`config.mk`:
```
export PLATFORM = sky130hd
export DESIGN_NAME = fetch_pc_gen
export DESIGN_NICKNAME = d
export VERILOG_FILES = /design/src/rtl/pipeline_pkg.sv /design/src/rtl/fetch_perf_counters.sv /design/src/rtl/fetch_pc_gen.sv
export SDC_FILE = /design/constraint.sdc
export NUM_CORES = 1
export LEC_CHECK = 0
export CELL_PAD_IN_SITES_DETAIL_PLACEMENT = 1
export CELL_PAD_IN_SITES_GLOBAL_PLACEMENT = 1
export CORE_UTILIZATION = 30
export CTS_CLUSTER_DIAMETER = 40
export DETAILED_ROUTE_END_ITERATION = 6
export GPL_TIMING_DRIVEN = 0
export PLACE_DENSITY_LB_ADDON = 0.1
export SLEW_MARGIN = 20
export SYNTH_ARGS = -nofsm -noshare
export SYNTH_HDL_FRONTEND = slang
export SYNTH_SLANG_ARGS = --single-unit
```
`constraint.sdc`:
```
create_clock -name Clock -period 3.2 [get_ports Clock]
set_input_delay 0.32 -clock Clock [delete_from_list [all_inputs] [get_ports Clock]]
set_output_delay 0.32 -clock Clock [all_outputs]
set_load 0.005 [all_outputs]
```
`src/rtl/pipeline_pkg.sv`:
```
// Shared fetch-pipeline types and constants.
// Contents: fetch FSM state enum, injected NOP encoding, instruction size.
package pipeline_pkg;

  typedef enum logic [1:0] {
    BOOT  = 2'd0,
    RUN   = 2'd1,
    FAULT = 2'd2
  } fetch_state_e;

  localparam logic [31:0] NOP_INSTR = 32'h0000_0013;
  localparam int unsigned INSTR_BYTES = 4;

endpackage

```
`src/rtl/fetch_perf_counters.sv`:
```
// Fetch performance counters: fetched, held and redirected slots.
// Ports: clk, rst (sync, active-high), three increment strobes, three 32-bit counts.
// Built only when FETCH_PERF_EN is defined.
`ifdef FETCH_PERF_EN
module fetch_perf_counters (
  input  logic        clk,
  input  logic        rst,
  input  logic        fetch_inc,
  input  logic        hold_inc,
  input  logic        redirect_inc,
  output logic [31:0] fetch_cnt,
  output logic [31:0] hold_cnt,
  output logic [31:0] redirect_cnt
);

  always_ff @(posedge clk) begin
    if (rst) begin
      fetch_cnt    <= '0;
      hold_cnt     <= '0;
      redirect_cnt <= '0;
    end else begin
      if (fetch_inc)    fetch_cnt    <= fetch_cnt + 32'd1;
      if (hold_inc)     hold_cnt     <= hold_cnt + 32'd1;
      if (redirect_inc) redirect_cnt <= redirect_cnt + 32'd1;
    end
  end

endmodule
`endif

```
`src/rtl/fetch_pc_gen.sv`:
```
// Fetch PC generator: owns the fetch PC, drives imem PC/flush/hold and
// the one-cycle-delayed if_pc/if_pc_plus4/if_valid for decode.
// Ports: Clock, Reset (sync, active-high), hold_in, redirect_valid,
// redirect_target in; PC, flush, hold, if_pc, if_pc_plus4, if_valid,
// misalign_fault, perf_fetch_cnt, perf_hold_cnt, perf_redirect_cnt out.
// Optional counters: define FETCH_PERF_EN, otherwise perf ports read 0.
module fetch_pc_gen
  import pipeline_pkg::*;
#(
  parameter logic [31:0] RESET_VECTOR = 32'h0000_0000,
  parameter int unsigned BOOT_CYCLES  = 1
) (
  input  logic        Clock,
  input  logic        Reset,
  input  logic        hold_in,
  input  logic        redirect_valid,
  input  logic [31:0] redirect_target,
  output logic [31:0] PC,
  output logic        flush,
  output logic        hold,
  output logic [31:0] if_pc,
  output logic [31:0] if_pc_plus4,
  output logic        if_valid,
  output logic        misalign_fault,
  output logic [31:0] perf_fetch_cnt,
  output logic [31:0] perf_hold_cnt,
  output logic [31:0] perf_redirect_cnt
);

  localparam logic [3:0] BOOT_INIT = 4'(BOOT_CYCLES - 1);

  fetch_state_e state_q, state_d;
  logic [31:0]  pc_q, pc_d;
  logic [3:0]   boot_q, boot_d;
  logic         fault_q, fault_d;
  logic [31:0]  if_pc_q;
  logic         if_valid_q;
  logic         run;
  logic         aligned;
  logic         valid_next;

  assign run     = (state_q == RUN);
  assign aligned = (redirect_target[1:0] == 2'b00);

  // Outside RUN the memory is always squashed and never stalled.
  assign flush      = run ? redirect_valid : 1'b1;
  assign hold       = run & hold_in;
  assign valid_next = run & ~redirect_valid & ~hold_in;

  always_comb begin
    pc_d    = pc_q;
    state_d = state_q;
    boot_d  = boot_q;
    fault_d = fault_q;
    unique case (state_q)
      BOOT: begin
        if (boot_q == 4'd0) state_d = RUN;
        else                boot_d  = boot_q - 4'd1;
      end
      RUN: begin
        if (redirect_valid && !aligned) begin
          state_d = FAULT;
          fault_d = 1'b1;
        end else if (redirect_valid) begin
          pc_d = redirect_target;
        end else if (!hold_in) begin
          pc_d = pc_q + 32'(INSTR_BYTES);
        end
      end
      FAULT: ;
      default: state_d = FAULT;
    endcase
  end

  always_ff @(posedge Clock) begin
    if (Reset) begin
      pc_q       <= RESET_VECTOR;
      state_q    <= BOOT;
      boot_q     <= BOOT_INIT;
      fault_q    <= 1'b0;
      if_pc_q    <= '0;
      if_valid_q <= 1'b0;
    end else begin
      pc_q       <= pc_d;
      state_q    <= state_d;
      boot_q     <= boot_d;
      fault_q    <= fault_d;
      // Tracks the memory's registered output, including held slots.
      if_pc_q    <= pc_q;
      if_valid_q <= valid_next;
    end
  end

  assign PC             = pc_q;
  assign if_pc          = if_pc_q;
  assign if_pc_plus4    = if_pc_q + 32'(INSTR_BYTES);
  assign if_valid       = if_valid_q;
  assign misalign_fault = fault_q;

`ifdef FETCH_PERF_EN
  logic hold_inc;
  logic redirect_inc;

  assign hold_inc     = run & hold_in & ~redirect_valid;
  assign redirect_inc = run & redirect_valid & aligned;

  fetch_perf_counters u_perf (
    .clk          (Clock),
    .rst          (Reset),
    .fetch_inc    (valid_next),
    .hold_inc     (hold_inc),
    .redirect_inc (redirect_inc),
    .fetch_cnt    (perf_fetch_cnt),
    .hold_cnt     (perf_hold_cnt),
    .redirect_cnt (perf_redirect_cnt)
  );
`else
  assign perf_fetch_cnt    = '0;
  assign perf_hold_cnt     = '0;
  assign perf_redirect_cnt = '0;
`endif

endmodule

```
==> impl_metrics.ini <==
[finish]
diodes = 0
drive_gt1_share_pct = 16.3
layout_common_cells = 135 x clkdlybuf4s50_1, 98 x buf_4, 96 x conb_1
area_growth_pct = 51.8
final_common_cell = clkdlybuf4s50_1
nNetsFinal = 831
final_area_um2 = 6720
layoutNonFillerInstCount = 980

[floorplan]
die_y_um = 123
initial_core_util_pct = 30.6
die_area_um2 = 15200
die_w_um = 123
rows = 44
core_um2 = 14500
ioPinCount = 232

[clock_network]
clk_latency_ps = 340
cts_setup_buffers = 0
htreeDepth = 3
cts_made_buffers = 9
clkSinkCount = 72
cts-root-buf = clkbuf_16
cts.repair.resized = 1
clockBufferDepth = 2
cts.clk_slew.worst_paths_ps = 60
ctsHoldBuffers = 0
cts_tree = built

[timing]
slew_violations = 0
hold_viol = 0
fin_skew_ps = 6.04
finalSetupViolCount = 0
slew-limit-headroom_pct = 47.8
rsz0062_at_grt = no
worst_pin_slew_ps = 779
post-route-min-period_ps = 3040
fmax_mhz = 329
tns_ps = 0
finalCritPeriodShare_pct = 95.0

[pwr]
leakagePower_nw = 2.83
vdd_ir_drop_max_v = 0.000206
power_density_nw_per_um2 = 430

[synthesis]
synth.ff_latch_count = 72
syn_area_um2 = 4430
synthDistinctLibCells = 58
yosysTopAreaCell = dfxtp_1
synth_edf_count = 0
yosysWarnings = 0
synth_top_area_share_pct = 32.6
synthArstFlopShare_pct = 0
synthTopCellsByArea = dfxtp_1 33%, buf_4 17%, nor2b_1 4.5%, nor2_1 3.6%, xor2_1 3.6%
synth_cells = 551
synth-seq-area-share_pct = 32.6
syn_area_per_cell_um2 = 8.03
synth-main-ff-cell = dfxtp_1

[worst_setup_path]
reg2regPathDepth = 5
critical_path_class = reg -> out
critPathArrivalTime_ps = 2720
crit_buf_inv = 1
critPathSlowestCell = clkdlybuf4s50_1
path_depth = 7
cp_max_fo = 7
required_ps = 2880
cpLargestDelayFamily = simple AND/OR/NAND/NOR gates
path_cells = ha_1 > nand4_1 > nor2_4 > nand3_2 > nor4_1 > xor2_1 > clkdlybuf4s50_1
crit_path_max_incr_delay_ps = 520
setup.worst_path.end_class = primary output
start_kind = flip-flop

[global_route]
first_global_vias = 4230
grt_use_total_pct = 19.7
grt_max_degree = 12
grt_antenna_before_repair = 0
grt_remaining_overflow = 0
grt_pass1_wl_um = 22600

[flow_run]
max-cap-violations = 0

[route]
drtPass1Iterations = 4
postRouteAntennaNets = 0
vias = 4529
post-route-drc-count = 0
wl_um = 15400
vias_per_cell = 4.62
drtIter0Drc = 176
wl_per_cell_um = 15.7

[placed_design]
hpwl_um = 12200
postPlaceCellArea_um2 = 6360
place_inst = 965
portBuffers = 135
gp_congestion = 0.835

[run_status]
status = finished clean

[worst_hold_path]
holdPathStages = 2
min_path_type = reg -> reg
[cells by family after synthesis]
| family | synth area share [%] |
|---|---|
| and+or+nand+nor | 27.1 |
| buffers and inverters | 19.4 |
| AOI/OAI and AO/OA | 12.1 |
| DFF | 32.6 |
| xor gates and xnor gates | 6.92 |
| muxes | 0.933 |
| adders and majority gates | 0.848 |
| other | 0.0847 |
[state kept, by name, summed over array words and instances (netlist names)]
register	cells
PC	32
if_pc	32
boot_q	4
state_q	2
if_valid	1
misalign_fault	1
[cell type report]
type | instances | area, um2
buffer | 119 | 818
clock buffer | 13 | 280
clock inverter | 2 | 60.1
fill | 1778 | 7760
inverter | 11 | 41.3
multi-input combinational | 444 | 2500
sequential | 72 | 1440
tap | 184 | 230
timing repair buffer | 135 | 1350
[Yosys cell counts, types with 2 or more instances]
master    instances
a21oi_1          20
a22oi_1           5
a31oi_1           8
a32o_1            2
a32oi_1           2
a41oi_1           2
and2_1            5
and3_1           13
and4_1            5
buf_2             3
buf_4            98
clkbuf_1         17
dfxtp_1          72
ha_1              3
inv_1            10
mux2i_1           3
nand2_1          40
nand2b_1          3
nand3_1          24
nand4_1          16
nand4b_1          2
nor2_1           43
nor2b_1          32
nor3_1           13
nor3_2            3
nor3b_1           2
nor4_1            6
nor4_2            3
o211ai_1          2
o21ai_0          18
o21ai_1           2
o22ai_1           7
o311ai_0          2
o31ai_1           4
or3_1             5
xnor2_1          17
xor2_1           18
[worst register-to-register path: stages (launching register included)]
cell	delay, ps
dfxtp_1	490
nand3_1	340
nor4_2	700
nand2_1	200
o311ai_0	320
o21ai_0	140
[layer usage]
layer  routed length (um)  part of all wire, %  global-route usage, %
met5                    0                    0                      0
met4                  232                  1.5                   6.17
met3                  926                  6.0                   2.95
met2                 7750                   50                   35.6
met1                 6510                   42                   23.9
[final timing paths]
path,startpoint,to,slack [ps]
worst max register to register,PC[7]$_SDFFE_PP0P_,PC[23]$_SDFFE_PP0P_,870
worst max-delay path,if_pc[3]$_SDFF_PP0_,if_pc_plus4[26],160
worst min register to register,misalign_fault$_SDFFE_PP0P_,misalign_fault$_SDFFE_PP0P_,480
worst min-delay path,misalign_fault$_SDFFE_PP0P_,misalign_fault$_SDFFE_PP0P_,480
[metrics by stage]
stage                     total power [W]  util, %  hold slack, ps  worst slack, ps
after global routing              0.00303     46.4             501             18.4
after CTS                         0.00291     46.3             486             65.8
after detailed placement          0.00176     44.0             468              327
after global placement            0.00172     44.0             459              366
after floorplan                   0.00146        -             448             1230
final                             0.00289     46.4             478              159
[power by group]
part | internal (W) | total (W) | switching (W)
clock | 0.000764 | 0.00115 | 0.000386
sequential | 0.000967 | 0.00105 | 0.0000872
combinational | 0.000357 | 0.000686 | 0.000329
Note: power is estimated with default switching activity, not from simulation.
